$ cat src/rtl/ahb_region_decoder_mux.sv
// AHB region decoder and response multiplexer.
// Decodes HADDR[31:16] against programmable windows. Routes the data phase
// back from the selected slave. Contains a built-in default slave that
// answers with a two-cycle ERROR, plus a saturating decode-error counter.

// Single address window: unsigned base <= addr < limit, optionally boot-masked.
module ahb_region_match #(
  parameter logic [15:0] BASE      = 16'h0000,
  parameter logic [15:0] LIMIT     = 16'h0000,
  parameter logic        BOOT_MASK = 1'b0
) (
  input  logic [15:0] addr_hi,
  input  logic        sel,
  input  logic        boot,
  output logic        hit
);
  // The compares are done through 17-bit differences, so a zero base or an
  // all-ones limit never turns into a constant-folded compare.
  logic [16:0] d_base, d_limit;

  assign d_base  = {1'b0, addr_hi} - {1'b0, BASE};
  assign d_limit = {1'b0, addr_hi} - {1'b0, LIMIT};
  assign hit     = sel && !d_base[16] && d_limit[16] && !(boot && BOOT_MASK);
endmodule

module ahb_region_decoder_mux #(
  parameter int                             NUM_SLV         = 4,
  parameter int                             NUM_REGIONS     = 8,
  parameter int                             SLV_IDX_W       = 2,
  parameter logic [16*NUM_REGIONS-1:0]      REGION_BASE     = {NUM_REGIONS{16'h0000}},
  parameter logic [16*NUM_REGIONS-1:0]      REGION_LIMIT    = {NUM_REGIONS{16'h0000}},
  parameter logic [SLV_IDX_W*NUM_REGIONS-1:0] REGION_SLV    = '0,
  parameter logic [NUM_REGIONS-1:0]         REGION_BOOTMASK = '0,
  parameter int                             ERRCNT_W        = 8
) (
  input  logic                    HCLK,
  input  logic                    HRESET,
  input  logic                    HSEL_i,
  input  logic [31:0]             HADDR_i,
  input  logic [1:0]              HTRANS_i,
  input  logic                    HREADY_i,
  input  logic                    CFG_BOOT,
  output logic [NUM_SLV-1:0]      HSEL_o,
  input  logic [NUM_SLV-1:0]      HREADYOUT_i,
  input  logic [NUM_SLV-1:0]      HRESP_i,
  input  logic [NUM_SLV*32-1:0]   HRDATA_i,
  output logic                    HREADYOUT_o,
  output logic                    HRESP_o,
  output logic [31:0]             HRDATA_o,
  output logic                    DEFSLV_ERR_o,
  output logic [ERRCNT_W-1:0]     ERRCNT_o
);

  typedef enum logic [1:0] {IDLE, ERR1, ERR2} state_t;

  logic [NUM_REGIONS-1:0]          hit;
  logic                            any_hit;
  logic [SLV_IDX_W-1:0]            sel_idx;
  logic [2**SLV_IDX_W-1:0]         idx_ok;
  logic                            sel_def;
  logic                            accept_err;
  logic [NUM_SLV-1:0][31:0]        rdata_v;

  logic                            dsel_valid;
  logic                            dsel_def;
  logic [SLV_IDX_W-1:0]            dsel_idx;
  logic                            def_active;
  state_t                          state, state_nxt;

  // Only the upper half-word is decoded; HTRANS[0] (SEQ vs NONSEQ) is irrelevant.
  logic unused_bits;
  assign unused_bits = &{1'b0, HADDR_i[15:0], HTRANS_i[0]};

  assign rdata_v = HRDATA_i;

  generate
    for (genvar r = 0; r < NUM_REGIONS; r++) begin : g_rgn
      ahb_region_match #(
        .BASE      (REGION_BASE[16*r +: 16]),
        .LIMIT     (REGION_LIMIT[16*r +: 16]),
        .BOOT_MASK (REGION_BOOTMASK[r])
      ) u_match (
        .addr_hi (HADDR_i[31:16]),
        .sel     (HSEL_i),
        .boot    (CFG_BOOT),
        .hit     (hit[r])
      );
    end
  endgenerate

  // Priority decode: scan from the top down, so the lowest hit region wins.
  always_comb begin
    any_hit = 1'b0;
    sel_idx = '0;
    for (int i = 0; i < 2**SLV_IDX_W; i++) idx_ok[i] = (i < NUM_SLV);
    for (int r = NUM_REGIONS-1; r >= 0; r--) begin
      if (hit[r]) begin
        any_hit = 1'b1;
        sel_idx = REGION_SLV[r*SLV_IDX_W +: SLV_IDX_W];
      end
    end
    sel_def = !any_hit || !idx_ok[sel_idx];
  end

  // One-hot address-phase select; zero when the default slave takes the access.
  always_comb begin
    HSEL_o = '0;
    if (!sel_def)
      for (int s = 0; s < NUM_SLV; s++)
        if (32'(sel_idx) == s) HSEL_o[s] = 1'b1;
  end

  assign accept_err = HREADY_i && HSEL_i && sel_def && HTRANS_i[1];

  // Data-phase selection register, advanced only when the bus accepts an address phase.
  always_ff @(posedge HCLK) begin
    if (HRESET) begin
      dsel_valid <= 1'b0;
      dsel_def   <= 1'b1;
      dsel_idx   <= '0;
      def_active <= 1'b0;
    end else if (HREADY_i) begin
      dsel_valid <= HSEL_i;
      dsel_def   <= sel_def;
      dsel_idx   <= sel_idx;
      def_active <= accept_err;
    end
  end

  // Default slave state register.
  always_ff @(posedge HCLK) begin
    if (HRESET) state <= IDLE;
    else        state <= state_nxt;
  end

  // Default slave next state: ERR1 (wait, ERROR) then ERR2 (ready, ERROR).
  always_comb begin
    state_nxt = state;
    case (state)
      IDLE:    if (accept_err) state_nxt = ERR1;
      ERR1:    state_nxt = ERR2;
      ERR2:    state_nxt = accept_err ? ERR1 : IDLE;
      default: state_nxt = IDLE;
    endcase
  end

  // Saturating error counter, bumped on every entry into ERR1.
  always_ff @(posedge HCLK) begin
    if (HRESET)
      ERRCNT_o <= '0;
    else if (state_nxt == ERR1 && ERRCNT_o != '1)
      ERRCNT_o <= ERRCNT_o + ERRCNT_W'(1);
  end

  assign DEFSLV_ERR_o = (state == ERR1) && def_active;

  // Response mux: the registered slave when one is active, otherwise the default slave.
  always_comb begin
    HREADYOUT_o = (state != ERR1);
    HRESP_o     = (state != IDLE);
    HRDATA_o    = '0;
    if (dsel_valid && !dsel_def) begin
      for (int s = 0; s < NUM_SLV; s++) begin
        if (32'(dsel_idx) == s) begin
          HREADYOUT_o = HREADYOUT_i[s];
          HRESP_o     = HRESP_i[s];
          HRDATA_o    = rdata_v[s];
        end
      end
    end
  end

endmodule

$ cat config.mk
export PLATFORM = sky130hd
export DESIGN_NAME = ahb_region_decoder_mux
export DESIGN_NICKNAME = d
export VERILOG_FILES = /design/src/rtl/ahb_region_decoder_mux.sv
export SDC_FILE = /design/constraint.sdc
export NUM_CORES = 1
export LEC_CHECK = 0
export ABC_AREA = 1
export BUFFER_PORTS_ARGS = -buffer_cell sky130_fd_sc_hd__clkbuf_2
export CORE_AREA = 5 5 82 84
export CTS_CLUSTER_DIAMETER = 40
export DETAILED_ROUTE_END_ITERATION = 8
export DIE_AREA = 0 0 87 89
export MAX_ROUTING_LAYER = met4
export PLACE_DENSITY = 0.63
export RECOVER_POWER = 100
export SLEW_MARGIN = 20
export SYNTH_ARGS = -nofsm -noshare
export SYNTH_HDL_FRONTEND = slang
export SYNTH_HIERARCHICAL = 1
export SYNTH_SLANG_ARGS = --single-unit
export TNS_END_PERCENT = 10
$ cat constraint.sdc
create_clock -name HCLK -period 4.5 [get_ports HCLK]
set_clock_uncertainty 0.1 [all_clocks]
set_input_delay 0.9 -clock HCLK [delete_from_list [all_inputs] [get_ports HCLK]]
set_output_delay 0.9 -clock HCLK [all_outputs]
set_load 0.02 [all_outputs]
; Word-level counts from Yosys, hierarchy flattened
; Cells that the tools add are included.
[op_classes]
add_sub_neg = 1
n_mux = 3
eq_ne = 5
n_reduce_logical = 6
[op_table]
columns = cell, n
row1 = "adder 8 x 1 -> 8 bit, second input constant", 1
row2 = "inequality test 8 bit, second input constant", 1
row3 = case mux 2 bit (3 select lines), 1
row4 = "equality test 2 x 1 -> 1 bit, second input constant", 2
row5 = logical AND 1 bit, 4
row6 = "equality test 2 bit, second input constant", 1
row7 = zero test 2 bit, 1
row8 = two-way mux 2 bit, 1
row9 = "inequality test 2 x 1 -> 1 bit, second input constant", 1
row10 = nonzero test 2 bit, 1
row11 = two-way mux 1 bit, 1
[word_totals]
reg_bits = 11
elab_cells = 18
out_inout_bits = 47
in_bits = 175

; Depth between registers and ports, before layout
[depth]
ltp_word = 6
mapped_depth = 9
ltp_nobuf = 9

; Cells and area by module
; The synthesis kept the hierarchy.
[by_module_without_submodules]
columns = module, seq_area_each_um2, area_per_inst_um2, n_inst, cells_per_inst
row1 = ahb_region_decoder_mux, 260.2, 945.9, 1, 167
row2 = ahb_region_match, 0.0, 11.3, 8, 2

; Worst setup path after synthesis
; Ideal clock, no wire load.
[synth_timing]
path_kind = input -> output
from = input port HREADYOUT_i[0]
to = output port HREADYOUT_o
stages = 2
arrival_time_ps = 1309
path_buffers = 0
setup_slack_ps = 2191
t_required_ps = 3500
path_cell_list = nor2_1 -> a31oi_1
[synth_rtl]
columns = item, line_no
row1 = start: declaration, 44  ; input logic [NUM_SLV-1:0] HREADYOUT_i,
row2 = end: declaration, 47  ; output logic HREADYOUT_o,

==> tab_implementation.tex <==
\begin{tabular}{lr}
\hline
Metric & Value \\
\hline
\multicolumn{2}{l}{\textbf{Global route}} \\
\quad Global routing usage summed across all routing layers & 0.102 \\
\quad Overflow after GRT & 0 \\
\quad First-pass GRT wire length & 5710 um \\
\quad Number of global-route vias before repair & roughly 1.2k \\
\quad Pin count of the biggest net entering global routing & 37 \\
\quad Number of antenna violations at the first check in global routing & 0 \\
\multicolumn{2}{l}{\textbf{Routing}} \\
\quad Iteration-0 DRC Markers & 12 \\
\quad DRC violations left & 0 \\
\quad Drt pass-1 iters & 3 \\
\quad Total number of vias & approximately 1.2k \\
\quad Overall routed net length & around 4000 um \\
\quad Drt wl/cell & 12.1 um \\
\quad Via/cell ratio & approximately 3.6 \\
\quad Remaining antenna violation count & 0 \\
\multicolumn{2}{l}{\textbf{Floorplanning}} \\
\quad Number of ports placed on the die boundary & between 200 and 250 \\
\quad Horiz. Die Dim & 87 um \\
\quad Height of the die & around 90 um \\
\quad Starting density of the core & 0.177 \\
\quad Standard-cell rows & 28 \\
\quad Placeable core region & approximately 6000 um\^{}2 \\
\quad Die Outline Area & 7740 um\^{}2 \\
\multicolumn{2}{l}{\textbf{Cells and area}} \\
\quad Antenna fix cells & 0 \\
\quad Sequential cell area & $\sim$260 um\^{}2 \\
\quad Fill cell instance count of the final layout & between 700 and 800 \\
\quad Ratio of cells with drive above 1 in the final layout & 0.173 \\
\quad Syn-to-layout area delta & 34.7\% \\
\quad NumNets Final & about 430 \\
\quad Finished Layout Cells & 330 \\
\quad Area taken by multi-input logic gates & approximately 480 um\^{}2 \\
\multicolumn{2}{l}{\textbf{Clock network}} \\
\quad Cell at the root of the clock tree & sky130\_fd\_sc\_hd\_\_clkbuf\_8 \\
\quad H-tree Lvls & 1 \\
\quad CTS Buffer Depth & 2 \\
\quad Number of buffers created by CTS & 3 \\
\quad Post-CTS Hold Fix Bufs & 0 \\
\quad Number of resized instances in the post-cts repair step & 0 \\
\quad CTS clock-pin slew for the worst setup and hold paths & roughly 0.050 ns \\
\quad Setup Buffers After CTS & 0 \\
\quad Clock Latency Late Sink & roughly 0.24 ns \\
\quad TritonCTS clock tree & built \\
\quad Clock sink total & 13 \\
\multicolumn{2}{l}{\textbf{Setup path}} \\
\quad Highest-delay cell along the critical path & sky130\_fd\_sc\_hd\_\_nand2\_1 \\
\quad Launching element type of the critical path & flip-flop \\
\quad Setup slack of the worst register-to-register path & approximately 2.7 ns \\
\quad Required time of the worst setup path & approximately 3.5 ns \\
\quad RR Startpoint & ERRCNT\_o[0] \\
\quad Reg2reg path depth & 9 \\
\quad Endpoint of the worst-slack reg-to-reg timing path & ERRCNT\_o[7] \\
\quad Total buffers and inverters traversed by the critical path & 2 \\
\quad Worst-path maximum fanout & 36 \\
\quad Startpoint of the worst setup timing path & dsel\_def \\
\quad Crit path cell chain & inv\_1 > nand2\_1 > nor2\_1 > a31oi\_1 > clkbuf\_1 \\
\quad Critical path endpoint category & output pin \\
\quad Top Family by Delay on Critical Path & simple AND/OR/NAND/NOR gates \\
\quad Largest stage delay, worst path & slightly below 0.8 ns \\
\quad Arrival time at the worst endpoint & 1.93 ns \\
\quad Class of the most critical setup path & reg2out \\
\multicolumn{2}{l}{\textbf{Min path}} \\
\quad Min-Delay Path Depth & 2 \\
\quad Endpoint of the worst hold-timing path & dsel\_valid \\
\quad Worst Hold Class & reg2reg \\
\quad Origin of the worst min-delay path & dsel\_valid \\
\multicolumn{2}{l}{\textbf{STA}} \\
\quad Ratio of final minimum period to clock period & 0.651 \\
\quad Final critical-path required period & between 2 and 3 ns \\
\quad Count of final hold-check violations & 0 \\
\quad Unrepaired setup endpoints after global routing & no \\
\quad Number of slew-limit violations in the final report & 0 \\
\quad F\_max & about 340 MHz \\
\quad Max-slew headroom & 0.271 \\
\quad Number of endpoints failing setup at the final stage & 0 \\
\quad Final sum of negative setup slack & 0 ns \\
\quad Slew at the pin closest to its max-slew limit & 1.09 ns \\
\multicolumn{2}{l}{\textbf{Yosys}} \\
\quad Cell count after synthesis & 183 \\
\quad Area of the mapped netlist & 1040 um\^{}2 \\
\quad Register area share after synthesis & 0.251 \\
\quad Synthesized area per cell & between 5 and 6 um\^{}2 \\
\quad Synthesis-stage register bit count & 13 \\
\quad Unique masters post-synth & 18 \\
\quad Synth warnings & 6 \\
\multicolumn{2}{l}{\textbf{Job}} \\
\quad Count of max-cap constraint violations & 0 \\
\multicolumn{2}{l}{\textbf{Place}} \\
\quad Final weighted congestion in routability-driven placement & between 0.7 and 0.8 \\
\quad HPWL after DPL & roughly 3600 um \\
\quad Quantity of I/O buffers inserted on ports & between 80 and 90 \\
\quad Placed instance count & roughly 330 \\
\multicolumn{2}{l}{\textbf{Power}} \\
\quad Static leakage & a little under 0.8 nW \\
\quad Maximum vdd drop & about 0.00015 V \\
\quad Cell Pwr Density & between 150 and 200 nW/um\^{}2 \\
\multicolumn{2}{l}{\textbf{Outcome}} \\
\quad Run status & finished, final reports clean \\
\hline
\end{tabular}
tightest hold or removal path: stages, from the launching register on:
cell and delay, ns:
sky130_fd_sc_hd__dfxtp_1 0.30, sky130_fd_sc_hd__nand2_1 0.06, sky130_fd_sc_hd__a21oi_1 0.05
cell usage after synthesis, drive strengths merged:
library cell  number  area share
a21oi              7       0.041
buf               12       0.087
conb               9       0.033
clkbuf             3       0.011
dfxtp             13        0.25
a31oi              2       0.012
nand4              2       0.027
o21ai              3       0.014
nor3               1      0.0048
inv               45        0.16
ha                 1       0.012
nand2             23       0.083
nand3              3       0.014
nand3b             1      0.0072
nor2              58        0.24
stage by stage:
step	total power [mW]	util	cell area (um^2)	worst slack [ns]	hold WS [ns]
2_1_floorplan	0.153	-	1040	2.19	0.333
3_3_place_gp	0.173	0.246	1440	1.89	0.349
3_5_place_dp	0.174	0.246	1440	1.83	0.352
4_1_cts	0.278	0.254	1490	1.56	0.360
5_1_grt	0.287	0.238	1400	1.36	0.370
6_report	0.271	0.238	1400	1.57	0.361
cells by family (layout without fill, tap and decap cells):
group / count (synthesis) / count (layout) / synth area share
and+or+nand+nor: 88 / 88 / 0.376
buffers and inverters: 60 / 130 / 0.261
DFF: 13 / 13 / 0.251
AOI/OAI and AO/OA: 12 / 12 / 0.0676
other: 9 / 11 / 0.0326
adders and majority gates: 1 / 1 / 0.0121
flip-flops by register name, summed over array words and instances (netlist names):
register,flops
def_active,1
state,2
dsel_valid,1
dsel_def,1
ERRCNT_o,8
cells in the final DEF (no fill, tap or decap):
cell type / netlist / final
sky130_fd_sc_hd__nor2_1: 54 / 57
sky130_fd_sc_hd__inv_1: 45 / 45
sky130_fd_sc_hd__clkbuf_1: 3 / 44
sky130_fd_sc_hd__clkbuf_2: 0 / 38
sky130_fd_sc_hd__nand2_1: 23 / 23
sky130_fd_sc_hd__dfxtp_1: 13 / 13
sky130_fd_sc_hd__conb_1: 9 / 11
sky130_fd_sc_hd__a21oi_1: 5 / 5
sky130_fd_sc_hd__o21ai_0: 3 / 3
sky130_fd_sc_hd__nand3_1: 3 / 3
sky130_fd_sc_hd__clkbuf_8: 0 / 3
sky130_fd_sc_hd__a31oi_1: 2 / 2
sky130_fd_sc_hd__nand4_1: 1 / 2
sky130_fd_sc_hd__a21oi_2: 2 / 2
sky130_fd_sc_hd__nor2_4: 4 / 1
sky130_fd_sc_hd__nor3_1: 1 / 1
sky130_fd_sc_hd__nand3b_1: 1 / 1
sky130_fd_sc_hd__ha_1: 1 / 1
report_power, final:
part / internal [mW] / switching [mW]
Sequential: 0.116 / 0.000526
Clock: 0.0625 / 0.0402
Combinational: 0.0194 / 0.0320
Total: 0.198 / 0.0728
layout make-up:
class,instances,share of cell area
tap,75,0.0673
timing repair buffer,81,0.252
multi-input combinational,112,0.341
sequential,13,0.187
clock buffer,4,0.0323
inverter,45,0.121
routing by layer:
| layer | wire, um | track usage | part of all wire |
|---|---|---|---|
| met1 | 1790 | 0.129 | 0.45 |
| met3 | 886 | 0.0811 | 0.22 |
| met5 | 0 | - | 0 |
| met4 | 4 | 0.0212 | 0.0010 |
| met2 | 1330 | 0.122 | 0.33 |
how the worst max path moves through the flow:
stage | to | slack, ns | cells past startpoint
floorplan | HREADYOUT_o | 2.19 | 2
global placement | HRESP_o | 1.89 | 5
detailed placement | HRESP_o | 1.83 | 5
CTS | HRESP_o | 1.56 | 5
global route | HRESP_o | 1.36 | 5
finish | HRESP_o | 1.57 | 5
No activity file was read; power rests on OpenSTA's default activity.
